[config.mk]
export PLATFORM = sky130hd
export DESIGN_NAME = xcorr_peak_search
export DESIGN_NICKNAME = d
export VERILOG_FILES = /design/src/rtl/xcorr_peak_search_pkg.sv /design/src/rtl/xcorr_peak_search_abs_sat.sv /design/src/rtl/xcorr_peak_search.sv
export SDC_FILE = /design/constraint.sdc
export NUM_CORES = 1
export LEC_CHECK = 0
export CAP_MARGIN = 20
export CORE_UTILIZATION = 52
export CTS_CLUSTER_SIZE = 28
export DETAILED_ROUTE_END_ITERATION = 8
export PLACE_DENSITY = 0.82
export SLEW_MARGIN = 20
export SYNTH_ARGS = -nofsm -noshare
export SYNTH_HDL_FRONTEND = slang
export SYNTH_SLANG_ARGS = --single-unit
export TNS_END_PERCENT = 20
[constraint.sdc]
create_clock -name clk_60MHz -period 6.95 [get_ports clk_60MHz]
set_input_delay 1.39 -clock clk_60MHz [delete_from_list [all_inputs] [get_ports clk_60MHz]]
set_output_delay 1.39 -clock clk_60MHz [all_outputs]
set_load 0.02 [all_outputs]
[src/rtl/xcorr_peak_search_pkg.sv]
// Shared definitions for the microphone-pair cross-correlation peak search.
// Holds the frame FSM state type and default widths for the mic path.
package xcorr_peak_search_pkg;

    localparam int MIC_LAGNUM  = 10;
    localparam int MIC_DATA_W  = 32;
    localparam int MIC_LAG_W   = 6;
    localparam int MIC_TIMEOUT = 4096;

    typedef enum logic [1:0] {
        ST_IDLE   = 2'd0,
        ST_ACCUM  = 2'd1,
        ST_REPORT = 2'd2
    } state_t;

endpackage

[src/rtl/xcorr_peak_search_abs_sat.sv]
// Combinational saturating magnitude: |x| that never wraps.
// The most-negative input clamps to the largest positive value.
module xcorr_abs_sat #(
    parameter int DATA_W = 32
) (
    input  logic [DATA_W-1:0] i_x,
    output logic [DATA_W-1:0] o_mag
);

    localparam logic [DATA_W-1:0] MOST_NEG = {1'b1, {(DATA_W-1){1'b0}}};
    localparam logic [DATA_W-1:0] MOST_POS = {1'b0, {(DATA_W-1){1'b1}}};

    always_comb begin
        if (i_x == MOST_NEG) begin
            o_mag = MOST_POS;
        end else if (i_x[DATA_W-1]) begin
            o_mag = -i_x;
        end else begin
            o_mag = i_x;
        end
    end

endmodule

[src/rtl/xcorr_peak_search.sv]
// Peak-lag detector for one cross-correlation frame (lag -LAGNUM..+LAGNUM).
// Tracks max |xcorr| with a frame FSM, abort/timeout and overrun detection.
module xcorr_peak_search
    import xcorr_peak_search_pkg::*;
#(
    parameter int LAGNUM  = MIC_LAGNUM,
    parameter int DATA_W  = MIC_DATA_W,
    parameter int LAG_W   = MIC_LAG_W,
    parameter int TIMEOUT = MIC_TIMEOUT
) (
    input  logic                    clk_60MHz,
    input  logic                    rst_n,
    input  logic                    frame_start,
    input  logic                    xc_valid,
    input  logic [DATA_W-1:0]       xc_data,
    input  logic [DATA_W-1:0]       thresh,
    output logic                    busy,
    output logic                    peak_valid,
    output logic signed [LAG_W-1:0] peak_lag,
    output logic [DATA_W-1:0]       peak_mag,
    output logic                    peak_conf,
    output logic                    err_short,
    output logic                    err_overrun
);

    localparam int FRAME_LEN = 2 * LAGNUM + 1;
    localparam int IDX_W     = $clog2(FRAME_LEN + 1);
    localparam int TMR_W     = $clog2(TIMEOUT + 2);
    localparam logic signed [LAG_W-1:0] LAG_MIN = LAG_W'(-LAGNUM);

    if (LAGNUM > (1 << (LAG_W - 1)) - 1) begin : g_bad_lag_w
        $error("LAG_W too narrow for LAGNUM");
    end

    state_t                    r_state, w_state_nxt;
    logic signed [LAG_W-1:0]   r_lag, w_lag_nxt;
    logic [IDX_W-1:0]          r_idx, w_idx_nxt;
    logic [TMR_W-1:0]          r_timer, w_timer_nxt;
    logic [DATA_W-1:0]         r_run_max, w_run_max_nxt;
    logic signed [LAG_W-1:0]   r_run_lag, w_run_lag_nxt;
    logic                      r_peak_valid;
    logic signed [LAG_W-1:0]   r_peak_lag;
    logic [DATA_W-1:0]         r_peak_mag;
    logic                      r_peak_conf;
    logic                      r_err_short;
    logic                      r_err_ovr;

    logic [DATA_W-1:0]         w_mag;
    logic                      w_in_accum;
    logic                      w_accept;
    logic                      w_last;
    logic                      w_tmo;
    logic signed [LAG_W-1:0]   w_base_lag;
    logic [IDX_W-1:0]          w_base_idx;
    logic [DATA_W-1:0]         w_base_max;
    logic signed [LAG_W-1:0]   w_base_rlag;
    logic [DATA_W-1:0]         w_new_max;
    logic signed [LAG_W-1:0]   w_new_rlag;

    xcorr_abs_sat #(.DATA_W(DATA_W)) u_abs (
        .i_x   (xc_data),
        .o_mag (w_mag)
    );

    // frame_start restarts the frame; a coincident sample is its first.
    always_comb begin
        w_in_accum  = (r_state == ST_ACCUM);
        w_accept    = xc_valid && (w_in_accum || frame_start);
        w_base_lag  = frame_start ? LAG_MIN : r_lag;
        w_base_idx  = frame_start ? '0 : r_idx;
        w_base_max  = frame_start ? '0 : r_run_max;
        w_base_rlag = frame_start ? LAG_MIN : r_run_lag;
        w_new_max   = w_base_max;
        w_new_rlag  = w_base_rlag;
        if (w_accept && (w_mag >= w_base_max)) begin
            w_new_max  = w_mag;
            w_new_rlag = w_base_lag;
        end
        w_last = w_accept && (w_base_idx == IDX_W'(FRAME_LEN - 1));
        w_tmo  = (TIMEOUT != 0) && w_in_accum && !frame_start
                 && !w_accept && (r_timer == TMR_W'(TIMEOUT - 1));
    end

    always_comb begin
        w_state_nxt   = r_state;
        w_lag_nxt     = r_lag;
        w_idx_nxt     = r_idx;
        w_timer_nxt   = r_timer;
        w_run_max_nxt = r_run_max;
        w_run_lag_nxt = r_run_lag;
        unique case (r_state)
            ST_IDLE:   if (frame_start) w_state_nxt = ST_ACCUM;
            ST_ACCUM:  if (w_tmo) w_state_nxt = ST_IDLE;
            ST_REPORT: w_state_nxt = frame_start ? ST_ACCUM : ST_IDLE;
            default:   w_state_nxt = ST_IDLE;
        endcase
        if (w_last) begin
            w_state_nxt = ST_REPORT;
        end
        if (frame_start || w_in_accum) begin
            w_lag_nxt     = w_accept ? w_base_lag + LAG_W'(1) : w_base_lag;
            w_idx_nxt     = w_accept ? w_base_idx + IDX_W'(1) : w_base_idx;
            w_run_max_nxt = w_new_max;
            w_run_lag_nxt = w_new_rlag;
            w_timer_nxt   = (w_accept || frame_start) ? '0
                                                      : r_timer + TMR_W'(1);
        end
    end

    always_ff @(posedge clk_60MHz or negedge rst_n) begin
        if (!rst_n) begin
            r_state   <= ST_IDLE;
            r_lag     <= LAG_MIN;
            r_idx     <= '0;
            r_timer   <= '0;
            r_run_max <= '0;
            r_run_lag <= '0;
        end else begin
            r_state   <= w_state_nxt;
            r_lag     <= w_lag_nxt;
            r_idx     <= w_idx_nxt;
            r_timer   <= w_timer_nxt;
            r_run_max <= w_run_max_nxt;
            r_run_lag <= w_run_lag_nxt;
        end
    end

    always_ff @(posedge clk_60MHz or negedge rst_n) begin
        if (!rst_n) begin
            r_peak_valid <= 1'b0;
            r_peak_lag   <= '0;
            r_peak_mag   <= '0;
            r_peak_conf  <= 1'b0;
            r_err_short  <= 1'b0;
            r_err_ovr    <= 1'b0;
        end else begin
            r_peak_valid <= w_last;
            r_err_short  <= (w_in_accum && frame_start) || w_tmo;
            r_err_ovr    <= xc_valid && !frame_start && !w_in_accum;
            if (w_last) begin
                r_peak_lag  <= w_new_rlag;
                r_peak_mag  <= w_new_max;
                r_peak_conf <= (w_new_max >= thresh);
            end
        end
    end

    assign busy        = w_in_accum;
    assign peak_valid  = r_peak_valid;
    assign peak_lag    = r_peak_lag;
    assign peak_mag    = r_peak_mag;
    assign peak_conf   = r_peak_conf;
    assign err_short   = r_err_short;
    assign err_overrun = r_err_ovr;

endmodule
# Word-level counts from Yosys, hierarchy flattened
# Index checks and enable logic that the tools add are counted.
[word_totals]
regBits = 106
inputBits = 68
out_inout_bits = 43
word_cells = 58
[classes]
n_addsub = 4
magnitude_cmp = 2
n_eq_ne = 7
n_mux = 16
n_reduce_logical = 17
[ops]
columns = ["cell", "n"]
rows = [
  ["32-bit 2-to-1 mux", 4],
  ["32-bit >= comparator", 2],
  ["32-bit == test, second input constant", 1],
  ["32-bit negation", 1],
  ["6-bit 2-to-1 mux", 4],
  ["13-bit by 1-bit adder with 13-bit output, second input constant", 1],
  ["13-bit by 12-bit == test with 1-bit output, second input constant", 1],
  ["13-bit 2-to-1 mux", 1],
  ["5-bit 2-to-1 mux", 2],
  ["1-bit logical AND", 9],
  ["6-bit by 2-bit adder with 6-bit output, second input constant", 1],
  ["2-bit 2-to-1 mux", 3],
  ["2-bit case mux with 3 select lines", 1],
  ["5-bit by 1-bit adder with 5-bit output, second input constant", 1],
  ["5-bit == test, second input constant", 1],
  ["1-bit logical NOT", 3],
  ["1-bit logical OR", 3],
  ["3-bit by 1-bit inequality test with 1-bit output, second input constant", 1],
  ["3-bit inequality test, second input constant", 1],
  ["2-bit by 1-bit == test with 1-bit output, second input constant", 1],
  ["2-bit == test, second input constant", 1],
  ["2-bit logical NOT", 1],
  ["2-bit AND reduction", 1],
  ["1-bit 2-to-1 mux", 1],
]

# Depth between registers and ports, before layout
# Gate-level depths: netlist of run 1.
[logic_depth]
depth_word = 9
depth_mapped = 28
depth_no_buf = 24

# Cells and area by module
# Synthesis of run 1 repeated with hierarchy kept, for this count alone.
[hier_totals]
hier_cells = 831
hier_area_um2 = 7581.0
[modules_own_cells]
columns = ["mod", "n_inst", "cells_each", "area_each_um2", "seq_area_each_um2"]
rows = [
  ["xcorr_peak_search", 1, 699, 6698.9, 2657.5],
  ["xcorr_abs_sat", 1, 132, 882.1, 0.0],
]

# Worst setup path after synthesis of run 1
# OpenSTA, ideal clock, no wires.
[synth_timing]
path_kind = "input-to-reg"
startpoint = "input port xc_data[0]"
endpoint = "register r_peak_conf (netlist: peak_conf)"
setup_ns = 0.126
t_arrival_ns = 6.784
required_ns = 6.824
slack_ns = 0.040
cell_stages = 27
path_buffers = 4
path_cell_list = "inv_1 -> ha_1 -> nor3b_1 -> nand4_1 -> or3_4 -> or2_1 -> buf_2 -> buf_1 -> nand2_1 -> ha_1 -> a21o_1 -> a221oi_1 -> o21ai_0 -> a311oi_1 -> o211a_1 -> clkbuf_1 -> clkbuf_1 -> nor2_1 -> a21oi_1 -> ha_1 -> a21o_1 -> a21o_1 -> a21oi_1 -> o31ai_1 -> a2111oi_0 -> nor4b_1 -> o32a_1"
[synth_between]
elab_chain_cells = 7
word_cells_on_any_way = 8
classes_between = "add/sub: 1; order compare: 2; eq/ne: 1; mux: 3; reduce/logical: 1"
[synth_lines]
columns = ["element", "line_no", "text"]
rows = [
  ["start, declared", "xcorr_peak_search.sv:15", "input logic [DATA_W-1:0] xc_data,"],
  ["32-bit negation", "xcorr_peak_search_abs_sat.sv:17", "o_mag = -i_x;"],
  ["32-bit 2-to-1 mux", "xcorr_peak_search_abs_sat.sv:16", "end else if (i_x[DATA_W-1]) begin"],
  ["32-bit 2-to-1 mux *", "xcorr_peak_search_abs_sat.sv:14", "if (i_x == MOST_NEG) begin"],
  ["32-bit >= comparator", "xcorr_peak_search.sv:75", "if (w_accept && (w_mag >= w_base_max)) begin"],
  ["1-bit logical AND", "xcorr_peak_search.sv:75", ""],
  ["32-bit 2-to-1 mux *", "xcorr_peak_search.sv:75", ""],
  ["via w_new_max[5]", "xcorr_peak_search.sv:57", "logic [DATA_W-1:0] w_new_max;"],
  ["32-bit >= comparator *", "xcorr_peak_search.sv:143", "r_peak_conf <= (w_new_max >= thresh);"],
  ["end signal, assigned", "xcorr_peak_search.sv:143", ""],
  ["end, declared", "xcorr_peak_search.sv:44", "logic r_peak_conf;"],
]
# Mark *: on every way through the listed nets, which the timed path passes. The rest lies on a longest branch.
# A chain may end at the register's enable or synchronous reset.

# Worst setup path in the final report of run 1
[layout_timing]
startpoint = "input port xc_data[18]"
endpoint = "register r_peak_conf (netlist: peak_conf)"
# Same word-level chain as after synthesis.

==> flow_metrics.env, run 1 <==
export IMPL_final_common_cell="clkdlybuf4s50_1"
export IMPL_setup_worst_path_class="input port to flip-flop"
export IMPL_finalMaxSlewViolations=0
export IMPL_clock_root_buffer="clkbuf_16"
export IMPL_final_layout_size_suffix_gt1_frac=0.184
export IMPL_fmax_mhz=147
export IMPL_grt_max_degree=65
export IMPL_grt_pass1_vias=6259
export IMPL_hpwl_um=13700
export IMPL_final_min_clock_period_ns=6.80
export IMPL_worstPathCellList="clkdlybuf4s50_1 > or4_4 > nand2b_4 > or3_4 > or2_4 > and2_1 > inv_1 > ha_1 > and3_1 > a221oi_1 > o21ai_0 > a311oi_2 > o211ai_1 > buf_4 > buf_12 > buf_4 > mux2_4 > ha_1 > nor2b_1 > a2111oi_2 > buf_4 > nor4b_1 > o32a_1"
export IMPL_grt_pass1_wl_um=30200
export IMPL_powerDensity_mw_per_mm2=184
export IMPL_wirelength_um=18800
export IMPL_layout_common_cells="109 x clkdlybuf4s50_1, 102 x dfrtp_1, 88 x buf_4, 78 x nand2_1, 69 x ha_1"
export IMPL_rows=42
export IMPL_io_pin_count=111
export IMPL_yosysSeqAreaShare=0.371
export IMPL_route_antenna_remaining_nets=0
export IMPL_fin_ws_ns=0.153
export IMPL_syn_cell_area_mm2=0.00717
export IMPL_r2r_cells=17
export IMPL_h_tree_depth=3
export IMPL_cts_buffer_depth=2
export IMPL_path_buf_inv=6
export IMPL_routedWlPerCell_um=16.7
export IMPL_cp_data_required_time_ns=7.19
export IMPL_dpl_worst_slack_ns=-0.335
export IMPL_cap_violations=0
export IMPL_synth_edf_count=0
export IMPL_die_area_mm2=0.0143
export IMPL_hold_depth=1
export IMPL_antenna_found_initial=0
export IMPL_setup_viol=0
export IMPL_final_util=0.712
export IMPL_syn_num_nets=906
export IMPL_synth_cell_types=62
export IMPL_worst_path_dominant_cell_family="simple AND/OR/NAND/NOR gates"
export IMPL_ys_flop_type="dfrtp_1"
export IMPL_design_core_area_mm2=0.0133
export IMPL_endpoint_kind="flip-flop"
export IMPL_async_flop_share=1.00
export IMPL_via_per_inst=5.63
export IMPL_finClkSkew_ns=0.00768
export IMPL_peakVddDrop_mv=0.124
export IMPL_fin_crit_sh=0.978
export IMPL_crit_path_max_fanout=9
export IMPL_slew_headroom=0.464
export IMPL_crit_slowest_cell="or4_4"
export IMPL_first_pass_iters=7
export IMPL_ys_ff_latch=106
export IMPL_grtUsageTotal=0.269
export IMPL_drcViolationCount=0
export IMPL_hold_violations=0
export IMPL_start_kind="input port"
export IMPL_fill_cells=971
export IMPL_routed_via_count=6365
export IMPL_cts_sinks=106
export IMPL_tritoncts="done"
export IMPL_grt_remaining_overflow=0
export IMPL_fin_nets=1086
export IMPL_area_delta_synth_final_pct=32.5
export IMPL_path_clk_slew_ns=0.07
export IMPL_p_leak_nw=4.52
export IMPL_total_power_mw=1.75
export IMPL_cts_inserted_buffers=9
export IMPL_rrSetupSlack_ns=2.60
export IMPL_die_x_um=119
export IMPL_multi_input_area_mm2=0.00424
export IMPL_worst_path_stages=23
export IMPL_numPortBuffers=110
export IMPL_crit_top_cell="buf_4"
export IMPL_status="completed"
export IMPL_ys_warn_count=0
export IMPL_hold_path_class="flip-flop to flip-flop"
export IMPL_gp_congestion=0.895
export IMPL_finalInstanceArea_mm2=0.00950
export IMPL_initial_utilization=0.537
export IMPL_layout_area_seq_mm2=0.00266
export IMPL_clkLatencyLatePin_ns=0.36
export IMPL_antenna_cells=0
export IMPL_placed_area_mm2=0.00896
export IMPL_dr_first_iter_drc_count=465
export IMPL_netlist_instances=769
export IMPL_synth_area_per_cell_um2=9.32
export IMPL_max_stage_delay_ns=0.54
export IMPL_dieHeight_um=119
export IMPL_worst_slew_pin_slew_ns=0.804
export IMPL_cp_arrival_ns=7.04
per-layer routing:
layer | global-route usage | wire, µm | vias up
li1 | - | - | 3060
met1 | 0.363 | 8520 | 3064
met2 | 0.435 | 8860 | 203
met3 | 0.0378 | 992 | 38
met4 | 0.106 | 463 | 0
met5 | 0 | 0 | -
final cells by class:
class	count	share of cell area
inverters	65	0.0257
clock buffers	10	0.0251
repair buffers	201	0.192
clock inverters	6	0.00750
flip-flops and latches	106	0.280
well taps	176	0.0232
multi-input cells	566	0.446
per-stage QoR:
| step | hold WS (ns) | std cells | setup TNS, ns |
|---|---|---|---|
| 2_1_floorplan | 0.419 | 769 | 0 |
| 5_1_grt | 0.476 | 1130 | -0.249 |
| 6_report | 0.459 | 1130 | 0 |
| 3_5_place_dp | 0.447 | 1104 | -0.335 |
| 4_1_cts | 0.459 | 1120 | 0 |
| 3_3_place_gp | 0.435 | 1104 | -0.369 |
repair_timing:
item | CTS | global route
gates resized for setup | 1 | 25
gates cloned | 0 | 1
setup buffers | 0 | 9
setup endpoints to repair | 1 | 1
pin swaps | 0 | 11
hold buffers | 0 | 0
synthesized netlist by cell type, drive strengths merged (2+ instances only):
library cell,count,area share
o21a,2,0.0021
clkinv,2,0.0010
o211ai,6,0.0063
o41ai,5,0.0061
dfrtp,102,0.36
xor2,34,0.042
nand2b,6,0.0063
clkbuf,19,0.0099
and2,15,0.013
or4,3,0.0037
nor3b,2,0.0021
a221o,5,0.0070
a21boi,3,0.0031
o31ai,12,0.013
nor3,11,0.0077
nand2,78,0.041
ha,69,0.12
inv,63,0.033
nor2,57,0.030
mux2i,41,0.057
or2,3,0.0026
xnor2,5,0.0061
or3,9,0.0087
nand3,13,0.0091
o2111ai,2,0.0024
nor2b,14,0.012
a21oi,50,0.035
nand4,18,0.016
dfstp,4,0.015
and3,8,0.0070
nand3b,2,0.0021
a211oi,6,0.0063
a21o,11,0.012
nor4,5,0.0073
buf,13,0.0091
mux2,37,0.059
o21ai,21,0.015
sequential cells by signal, summed over array words and instances (netlist names):
name and cells:
peak_mag 32, r_run_lag 6, err_overrun 1, r_state 2
peak_valid 1, r_run_max 32, r_idx 5, peak_lag 6
peak_conf 1, err_short 1, r_timer 13, r_lag 6
cells by family after synthesis:
family | Yosys count | share of synthesized area
and+or+nand+nor | 245 | 0.169
AOI/OAI and AO/OA | 135 | 0.122
DFF | 106 | 0.371
buffers and inverters | 97 | 0.0531
muxes | 78 | 0.116
adders and majority gates | 69 | 0.120
xor gates and xnor gates | 39 | 0.0476
path summary, 6_finish.rpt:
| check | startpoint | end |
|---|---|---|
| worst max-delay path | xc_data[18] | peak_conf$_DFFE_PN0P_ |
| worst min-delay path | r_state[1]$_DFFE_PN0P_ | r_state[0]$_DFFE_PN0P_ |
| worst max register to register | r_run_max[5]$_DFFE_PN0N_ | peak_conf$_DFFE_PN0P_ |
| worst min register to register | r_state[1]$_DFFE_PN0P_ | r_state[0]$_DFFE_PN0P_ |
| max in group asynchronous | rst_n | r_run_max[31]$_DFFE_PN0N_ |
| min in group asynchronous | rst_n | peak_mag[1]$_DFFE_PN0P_ |
power by group:
| group | leakage (nW) | switching [mW] | internal [mW] |
|---|---|---|---|
| Clock | 0.151 | 0.250 | 0.293 |
| Combinational | 2.97 | 0.279 | 0.259 |
| Sequential | 1.39 | 0.0134 | 0.656 |
| Total | 4.52 | 0.543 | 1.21 |
worst register-to-register path, cell delays in order (launching register included):
cell and delay (ns):
dfrtp_1 0.32, nand2_1 0.12, ha_1 0.35, a21o_1 0.18, a221oi_1 0.34, o21ai_0 0.20
a311oi_2 0.30, o211ai_1 0.24, buf_4 0.25, buf_12 0.13, buf_4 0.16, mux2_4 0.33
ha_1 0.29, nor2b_1 0.15, a2111oi_2 0.34, buf_4 0.18, nor4b_1 0.05, o32a_1 0.28
No activity file was read; power rests on OpenSTA's default activity.
==> inputs of run 2 (changes only) <==
--- a/config.mk
+++ b/config.mk
@@ -7,9 +7,9 @@
 export LEC_CHECK = 0
 export CAP_MARGIN = 20
 export CORE_UTILIZATION = 52
-export CTS_CLUSTER_SIZE = 28
 export DETAILED_ROUTE_END_ITERATION = 8
 export PLACE_DENSITY = 0.82
+export SKIP_CTS_REPAIR_TIMING = 1
 export SLEW_MARGIN = 20
 export SYNTH_ARGS = -nofsm -noshare
 export SYNTH_HDL_FRONTEND = slang
==> flow_metrics.env, run 2 (synthesis gave the netlist of run 1 again) <==
export IMPL_initial_utilization=0.537
export IMPL_final_setup_tns_ns=0
export IMPL_area_delta_synth_final_pct=32.0
export IMPL_hpwl_um=13700
export IMPL_numPortBuffers=110
export IMPL_pwr_share_clk=0.311
export IMPL_cp_data_required_time_ns=7.19
export IMPL_design_core_area_mm2=0.0133
export IMPL_start_kind="input port"
export IMPL_dr_first_iter_drc_count=418
export IMPL_die_area_mm2=0.0143
export IMPL_grtUsageTotal=0.269
export IMPL_finalMaxSlewViolations=0
export IMPL_fin_nets=1082
export IMPL_path_clk_slew_ns=0.07
export IMPL_die_x_um=119
export IMPL_endpoint_kind="flip-flop"
export IMPL_dp_cells=1104
export IMPL_cp_arrival_ns=7.04
export IMPL_stdcell_count=1126
export IMPL_cts_buffer_depth=2
export IMPL_final_layout_size_suffix_gt1_frac=0.181
export IMPL_route_antenna_remaining_nets=0
export IMPL_h_tree_depth=3
export IMPL_p_leak_nw=4.49
export IMPL_grt_pass1_vias=6259
export IMPL_routed_via_count=6360
export IMPL_peakVddDrop_mv=0.124
export IMPL_switching_share=0.309
export IMPL_clkLatencyLatePin_ns=0.36
export IMPL_hold_path_class="flip-flop to flip-flop"
export IMPL_antenna_cells=0
export IMPL_p_switching_mw=0.537
export IMPL_final_common_cell="clkdlybuf4s50_1"
export IMPL_seqPwrFrac=0.385
export IMPL_slew_headroom=0.463
export IMPL_fin_crit_sh=0.978
export IMPL_cap_violations=0
export IMPL_dieHeight_um=119
export IMPL_grt_remaining_overflow=0
export IMPL_routedWlPerCell_um=16.6
export IMPL_tritoncts="done"
export IMPL_grt_pass1_wl_um=30200
export IMPL_rows=42
export IMPL_fmax_mhz=147
export IMPL_grt_max_degree=65
export IMPL_final_min_clock_period_ns=6.79
export IMPL_wirelength_um=18600
export IMPL_first_pass_iters=5
export IMPL_worst_slew_pin_slew_ns=0.805
export IMPL_hold_violations=0
export IMPL_crit_path_max_fanout=14
export IMPL_finClkSkew_ns=0.00849
export IMPL_setup_viol=0
export IMPL_antenna_found_initial=0
export IMPL_layout_common_cells="109 x clkdlybuf4s50_1, 102 x dfrtp_1, 85 x buf_4, 78 x nand2_1, 69 x ha_1"
export IMPL_whs_ns=0.460
export IMPL_comb_power_share=0.304
export IMPL_cts_sinks=106
export IMPL_clock_root_buffer="clkbuf_16"
export IMPL_powerDensity_mw_per_mm2=184
export IMPL_intPower_mw=1.20
export IMPL_cts_inserted_buffers=9
export IMPL_setup_worst_path_class="input port to flip-flop"
export IMPL_status="completed"
export IMPL_io_pin_count=111
export IMPL_drcViolationCount=0
export IMPL_gp_congestion=0.895
export IMPL_via_per_inst=5.65
==> run 2: layout make-up <==
cell class | count | area [µm²]
timing repair buffer | 197 | 1790
fill | 977 | 3890
inverter | 65 | 244
sequential | 106 | 2660
tap | 176 | 220
clock inverter | 6 | 71.3
multi-input combinational | 566 | 4240
clock buffer | 10 | 239
==> run 2: worst max-delay path: stages <==
cell             delay (ns)
clkdlybuf4s50_1        0.42
or4_4                  0.54
nand2b_4               0.16
or3_4                  0.39
buf_4                  0.15
o2111a_1               0.22
nor3_1                 0.27
buf_4                  0.19
ha_1                   0.18
nand4_1                0.14
nor3_2                 0.17
nand3_1                0.13
o211ai_1               0.48
clkbuf_16              0.30
mux2i_2                0.28
ha_1                   0.29
a21o_1                 0.18
a21o_1                 0.18
a21oi_1                0.14
nor2_1                 0.06
a211oi_1               0.31
nor3_1                 0.10
o32a_1                 0.36
==> run 2: through the flow <==
stage	util	setup slack, ns	total power, mW	instance area (µm²)
final	0.709	0.156	1.74	9460
after CTS	0.695	-0.0276	1.71	9270
after global placement	0.671	-0.369	1.15	8960
after floorplan	-	0.0400	0.966	7170
after detailed placement	0.671	-0.335	1.17	8960
after global routing	0.709	-0.276	1.83	9460
==> run 2: final timing paths <==
check                                          from                  endpoint  slack, ns  depth (start not counted)
max                                     xc_data[18]     peak_conf$_DFFE_PN0P_       0.16                         23
min                          r_state[1]$_DFFE_PN0P_    r_state[0]$_DFFE_PN0P_       0.46                          1
max reg2reg                r_run_max[5]$_DFFE_PN0N_     peak_conf$_DFFE_PN0P_       2.61                         17
min reg2reg                  r_state[1]$_DFFE_PN0P_    r_state[0]$_DFFE_PN0P_       0.46                          1
max in group asynchronous                     rst_n  r_run_lag[5]$_DFFE_PN0N_       4.71                          2
min in group asynchronous                     rst_n   peak_mag[1]$_DFFE_PN0P_       1.02                          1
==> run 2: power groups by stage <==
stage | Clock, mW | Sequential, mW | Combinational [mW]
after global routing | 0.568 | 0.673 | 0.587
final | 0.541 | 0.669 | 0.529
after floorplan | 0 | 0.677 | 0.289
after global placement | 0 | 0.679 | 0.472
after detailed placement | 0 | 0.680 | 0.486
after CTS | 0.546 | 0.669 | 0.492
==> run 2: per-layer routing <==
metal | vias to the layer above | GRT usage | routed length [µm]
met5 | - | 0 | 0
li1 | 3057 | - | -
met1 | 3024 | 0.363 | 8510
met4 | 0 | 0.106 | 505
met3 | 47 | 0.0378 | 999
met2 | 232 | 0.435 | 8620
==> inputs of run 3 (changes only) <==
--- a/config.mk
+++ b/config.mk
@@ -5,11 +5,11 @@
 export SDC_FILE = /design/constraint.sdc
 export NUM_CORES = 1
 export LEC_CHECK = 0
-export CAP_MARGIN = 20
 export CORE_UTILIZATION = 52
 export DETAILED_ROUTE_END_ITERATION = 8
 export PLACE_DENSITY = 0.82
 export SKIP_CTS_REPAIR_TIMING = 1
+export SKIP_LAST_GASP = 1
 export SLEW_MARGIN = 20
 export SYNTH_ARGS = -nofsm -noshare
 export SYNTH_HDL_FRONTEND = slang
==> results of run 3 <==
Final layout, timing and power as in run 2 (identical DEF).
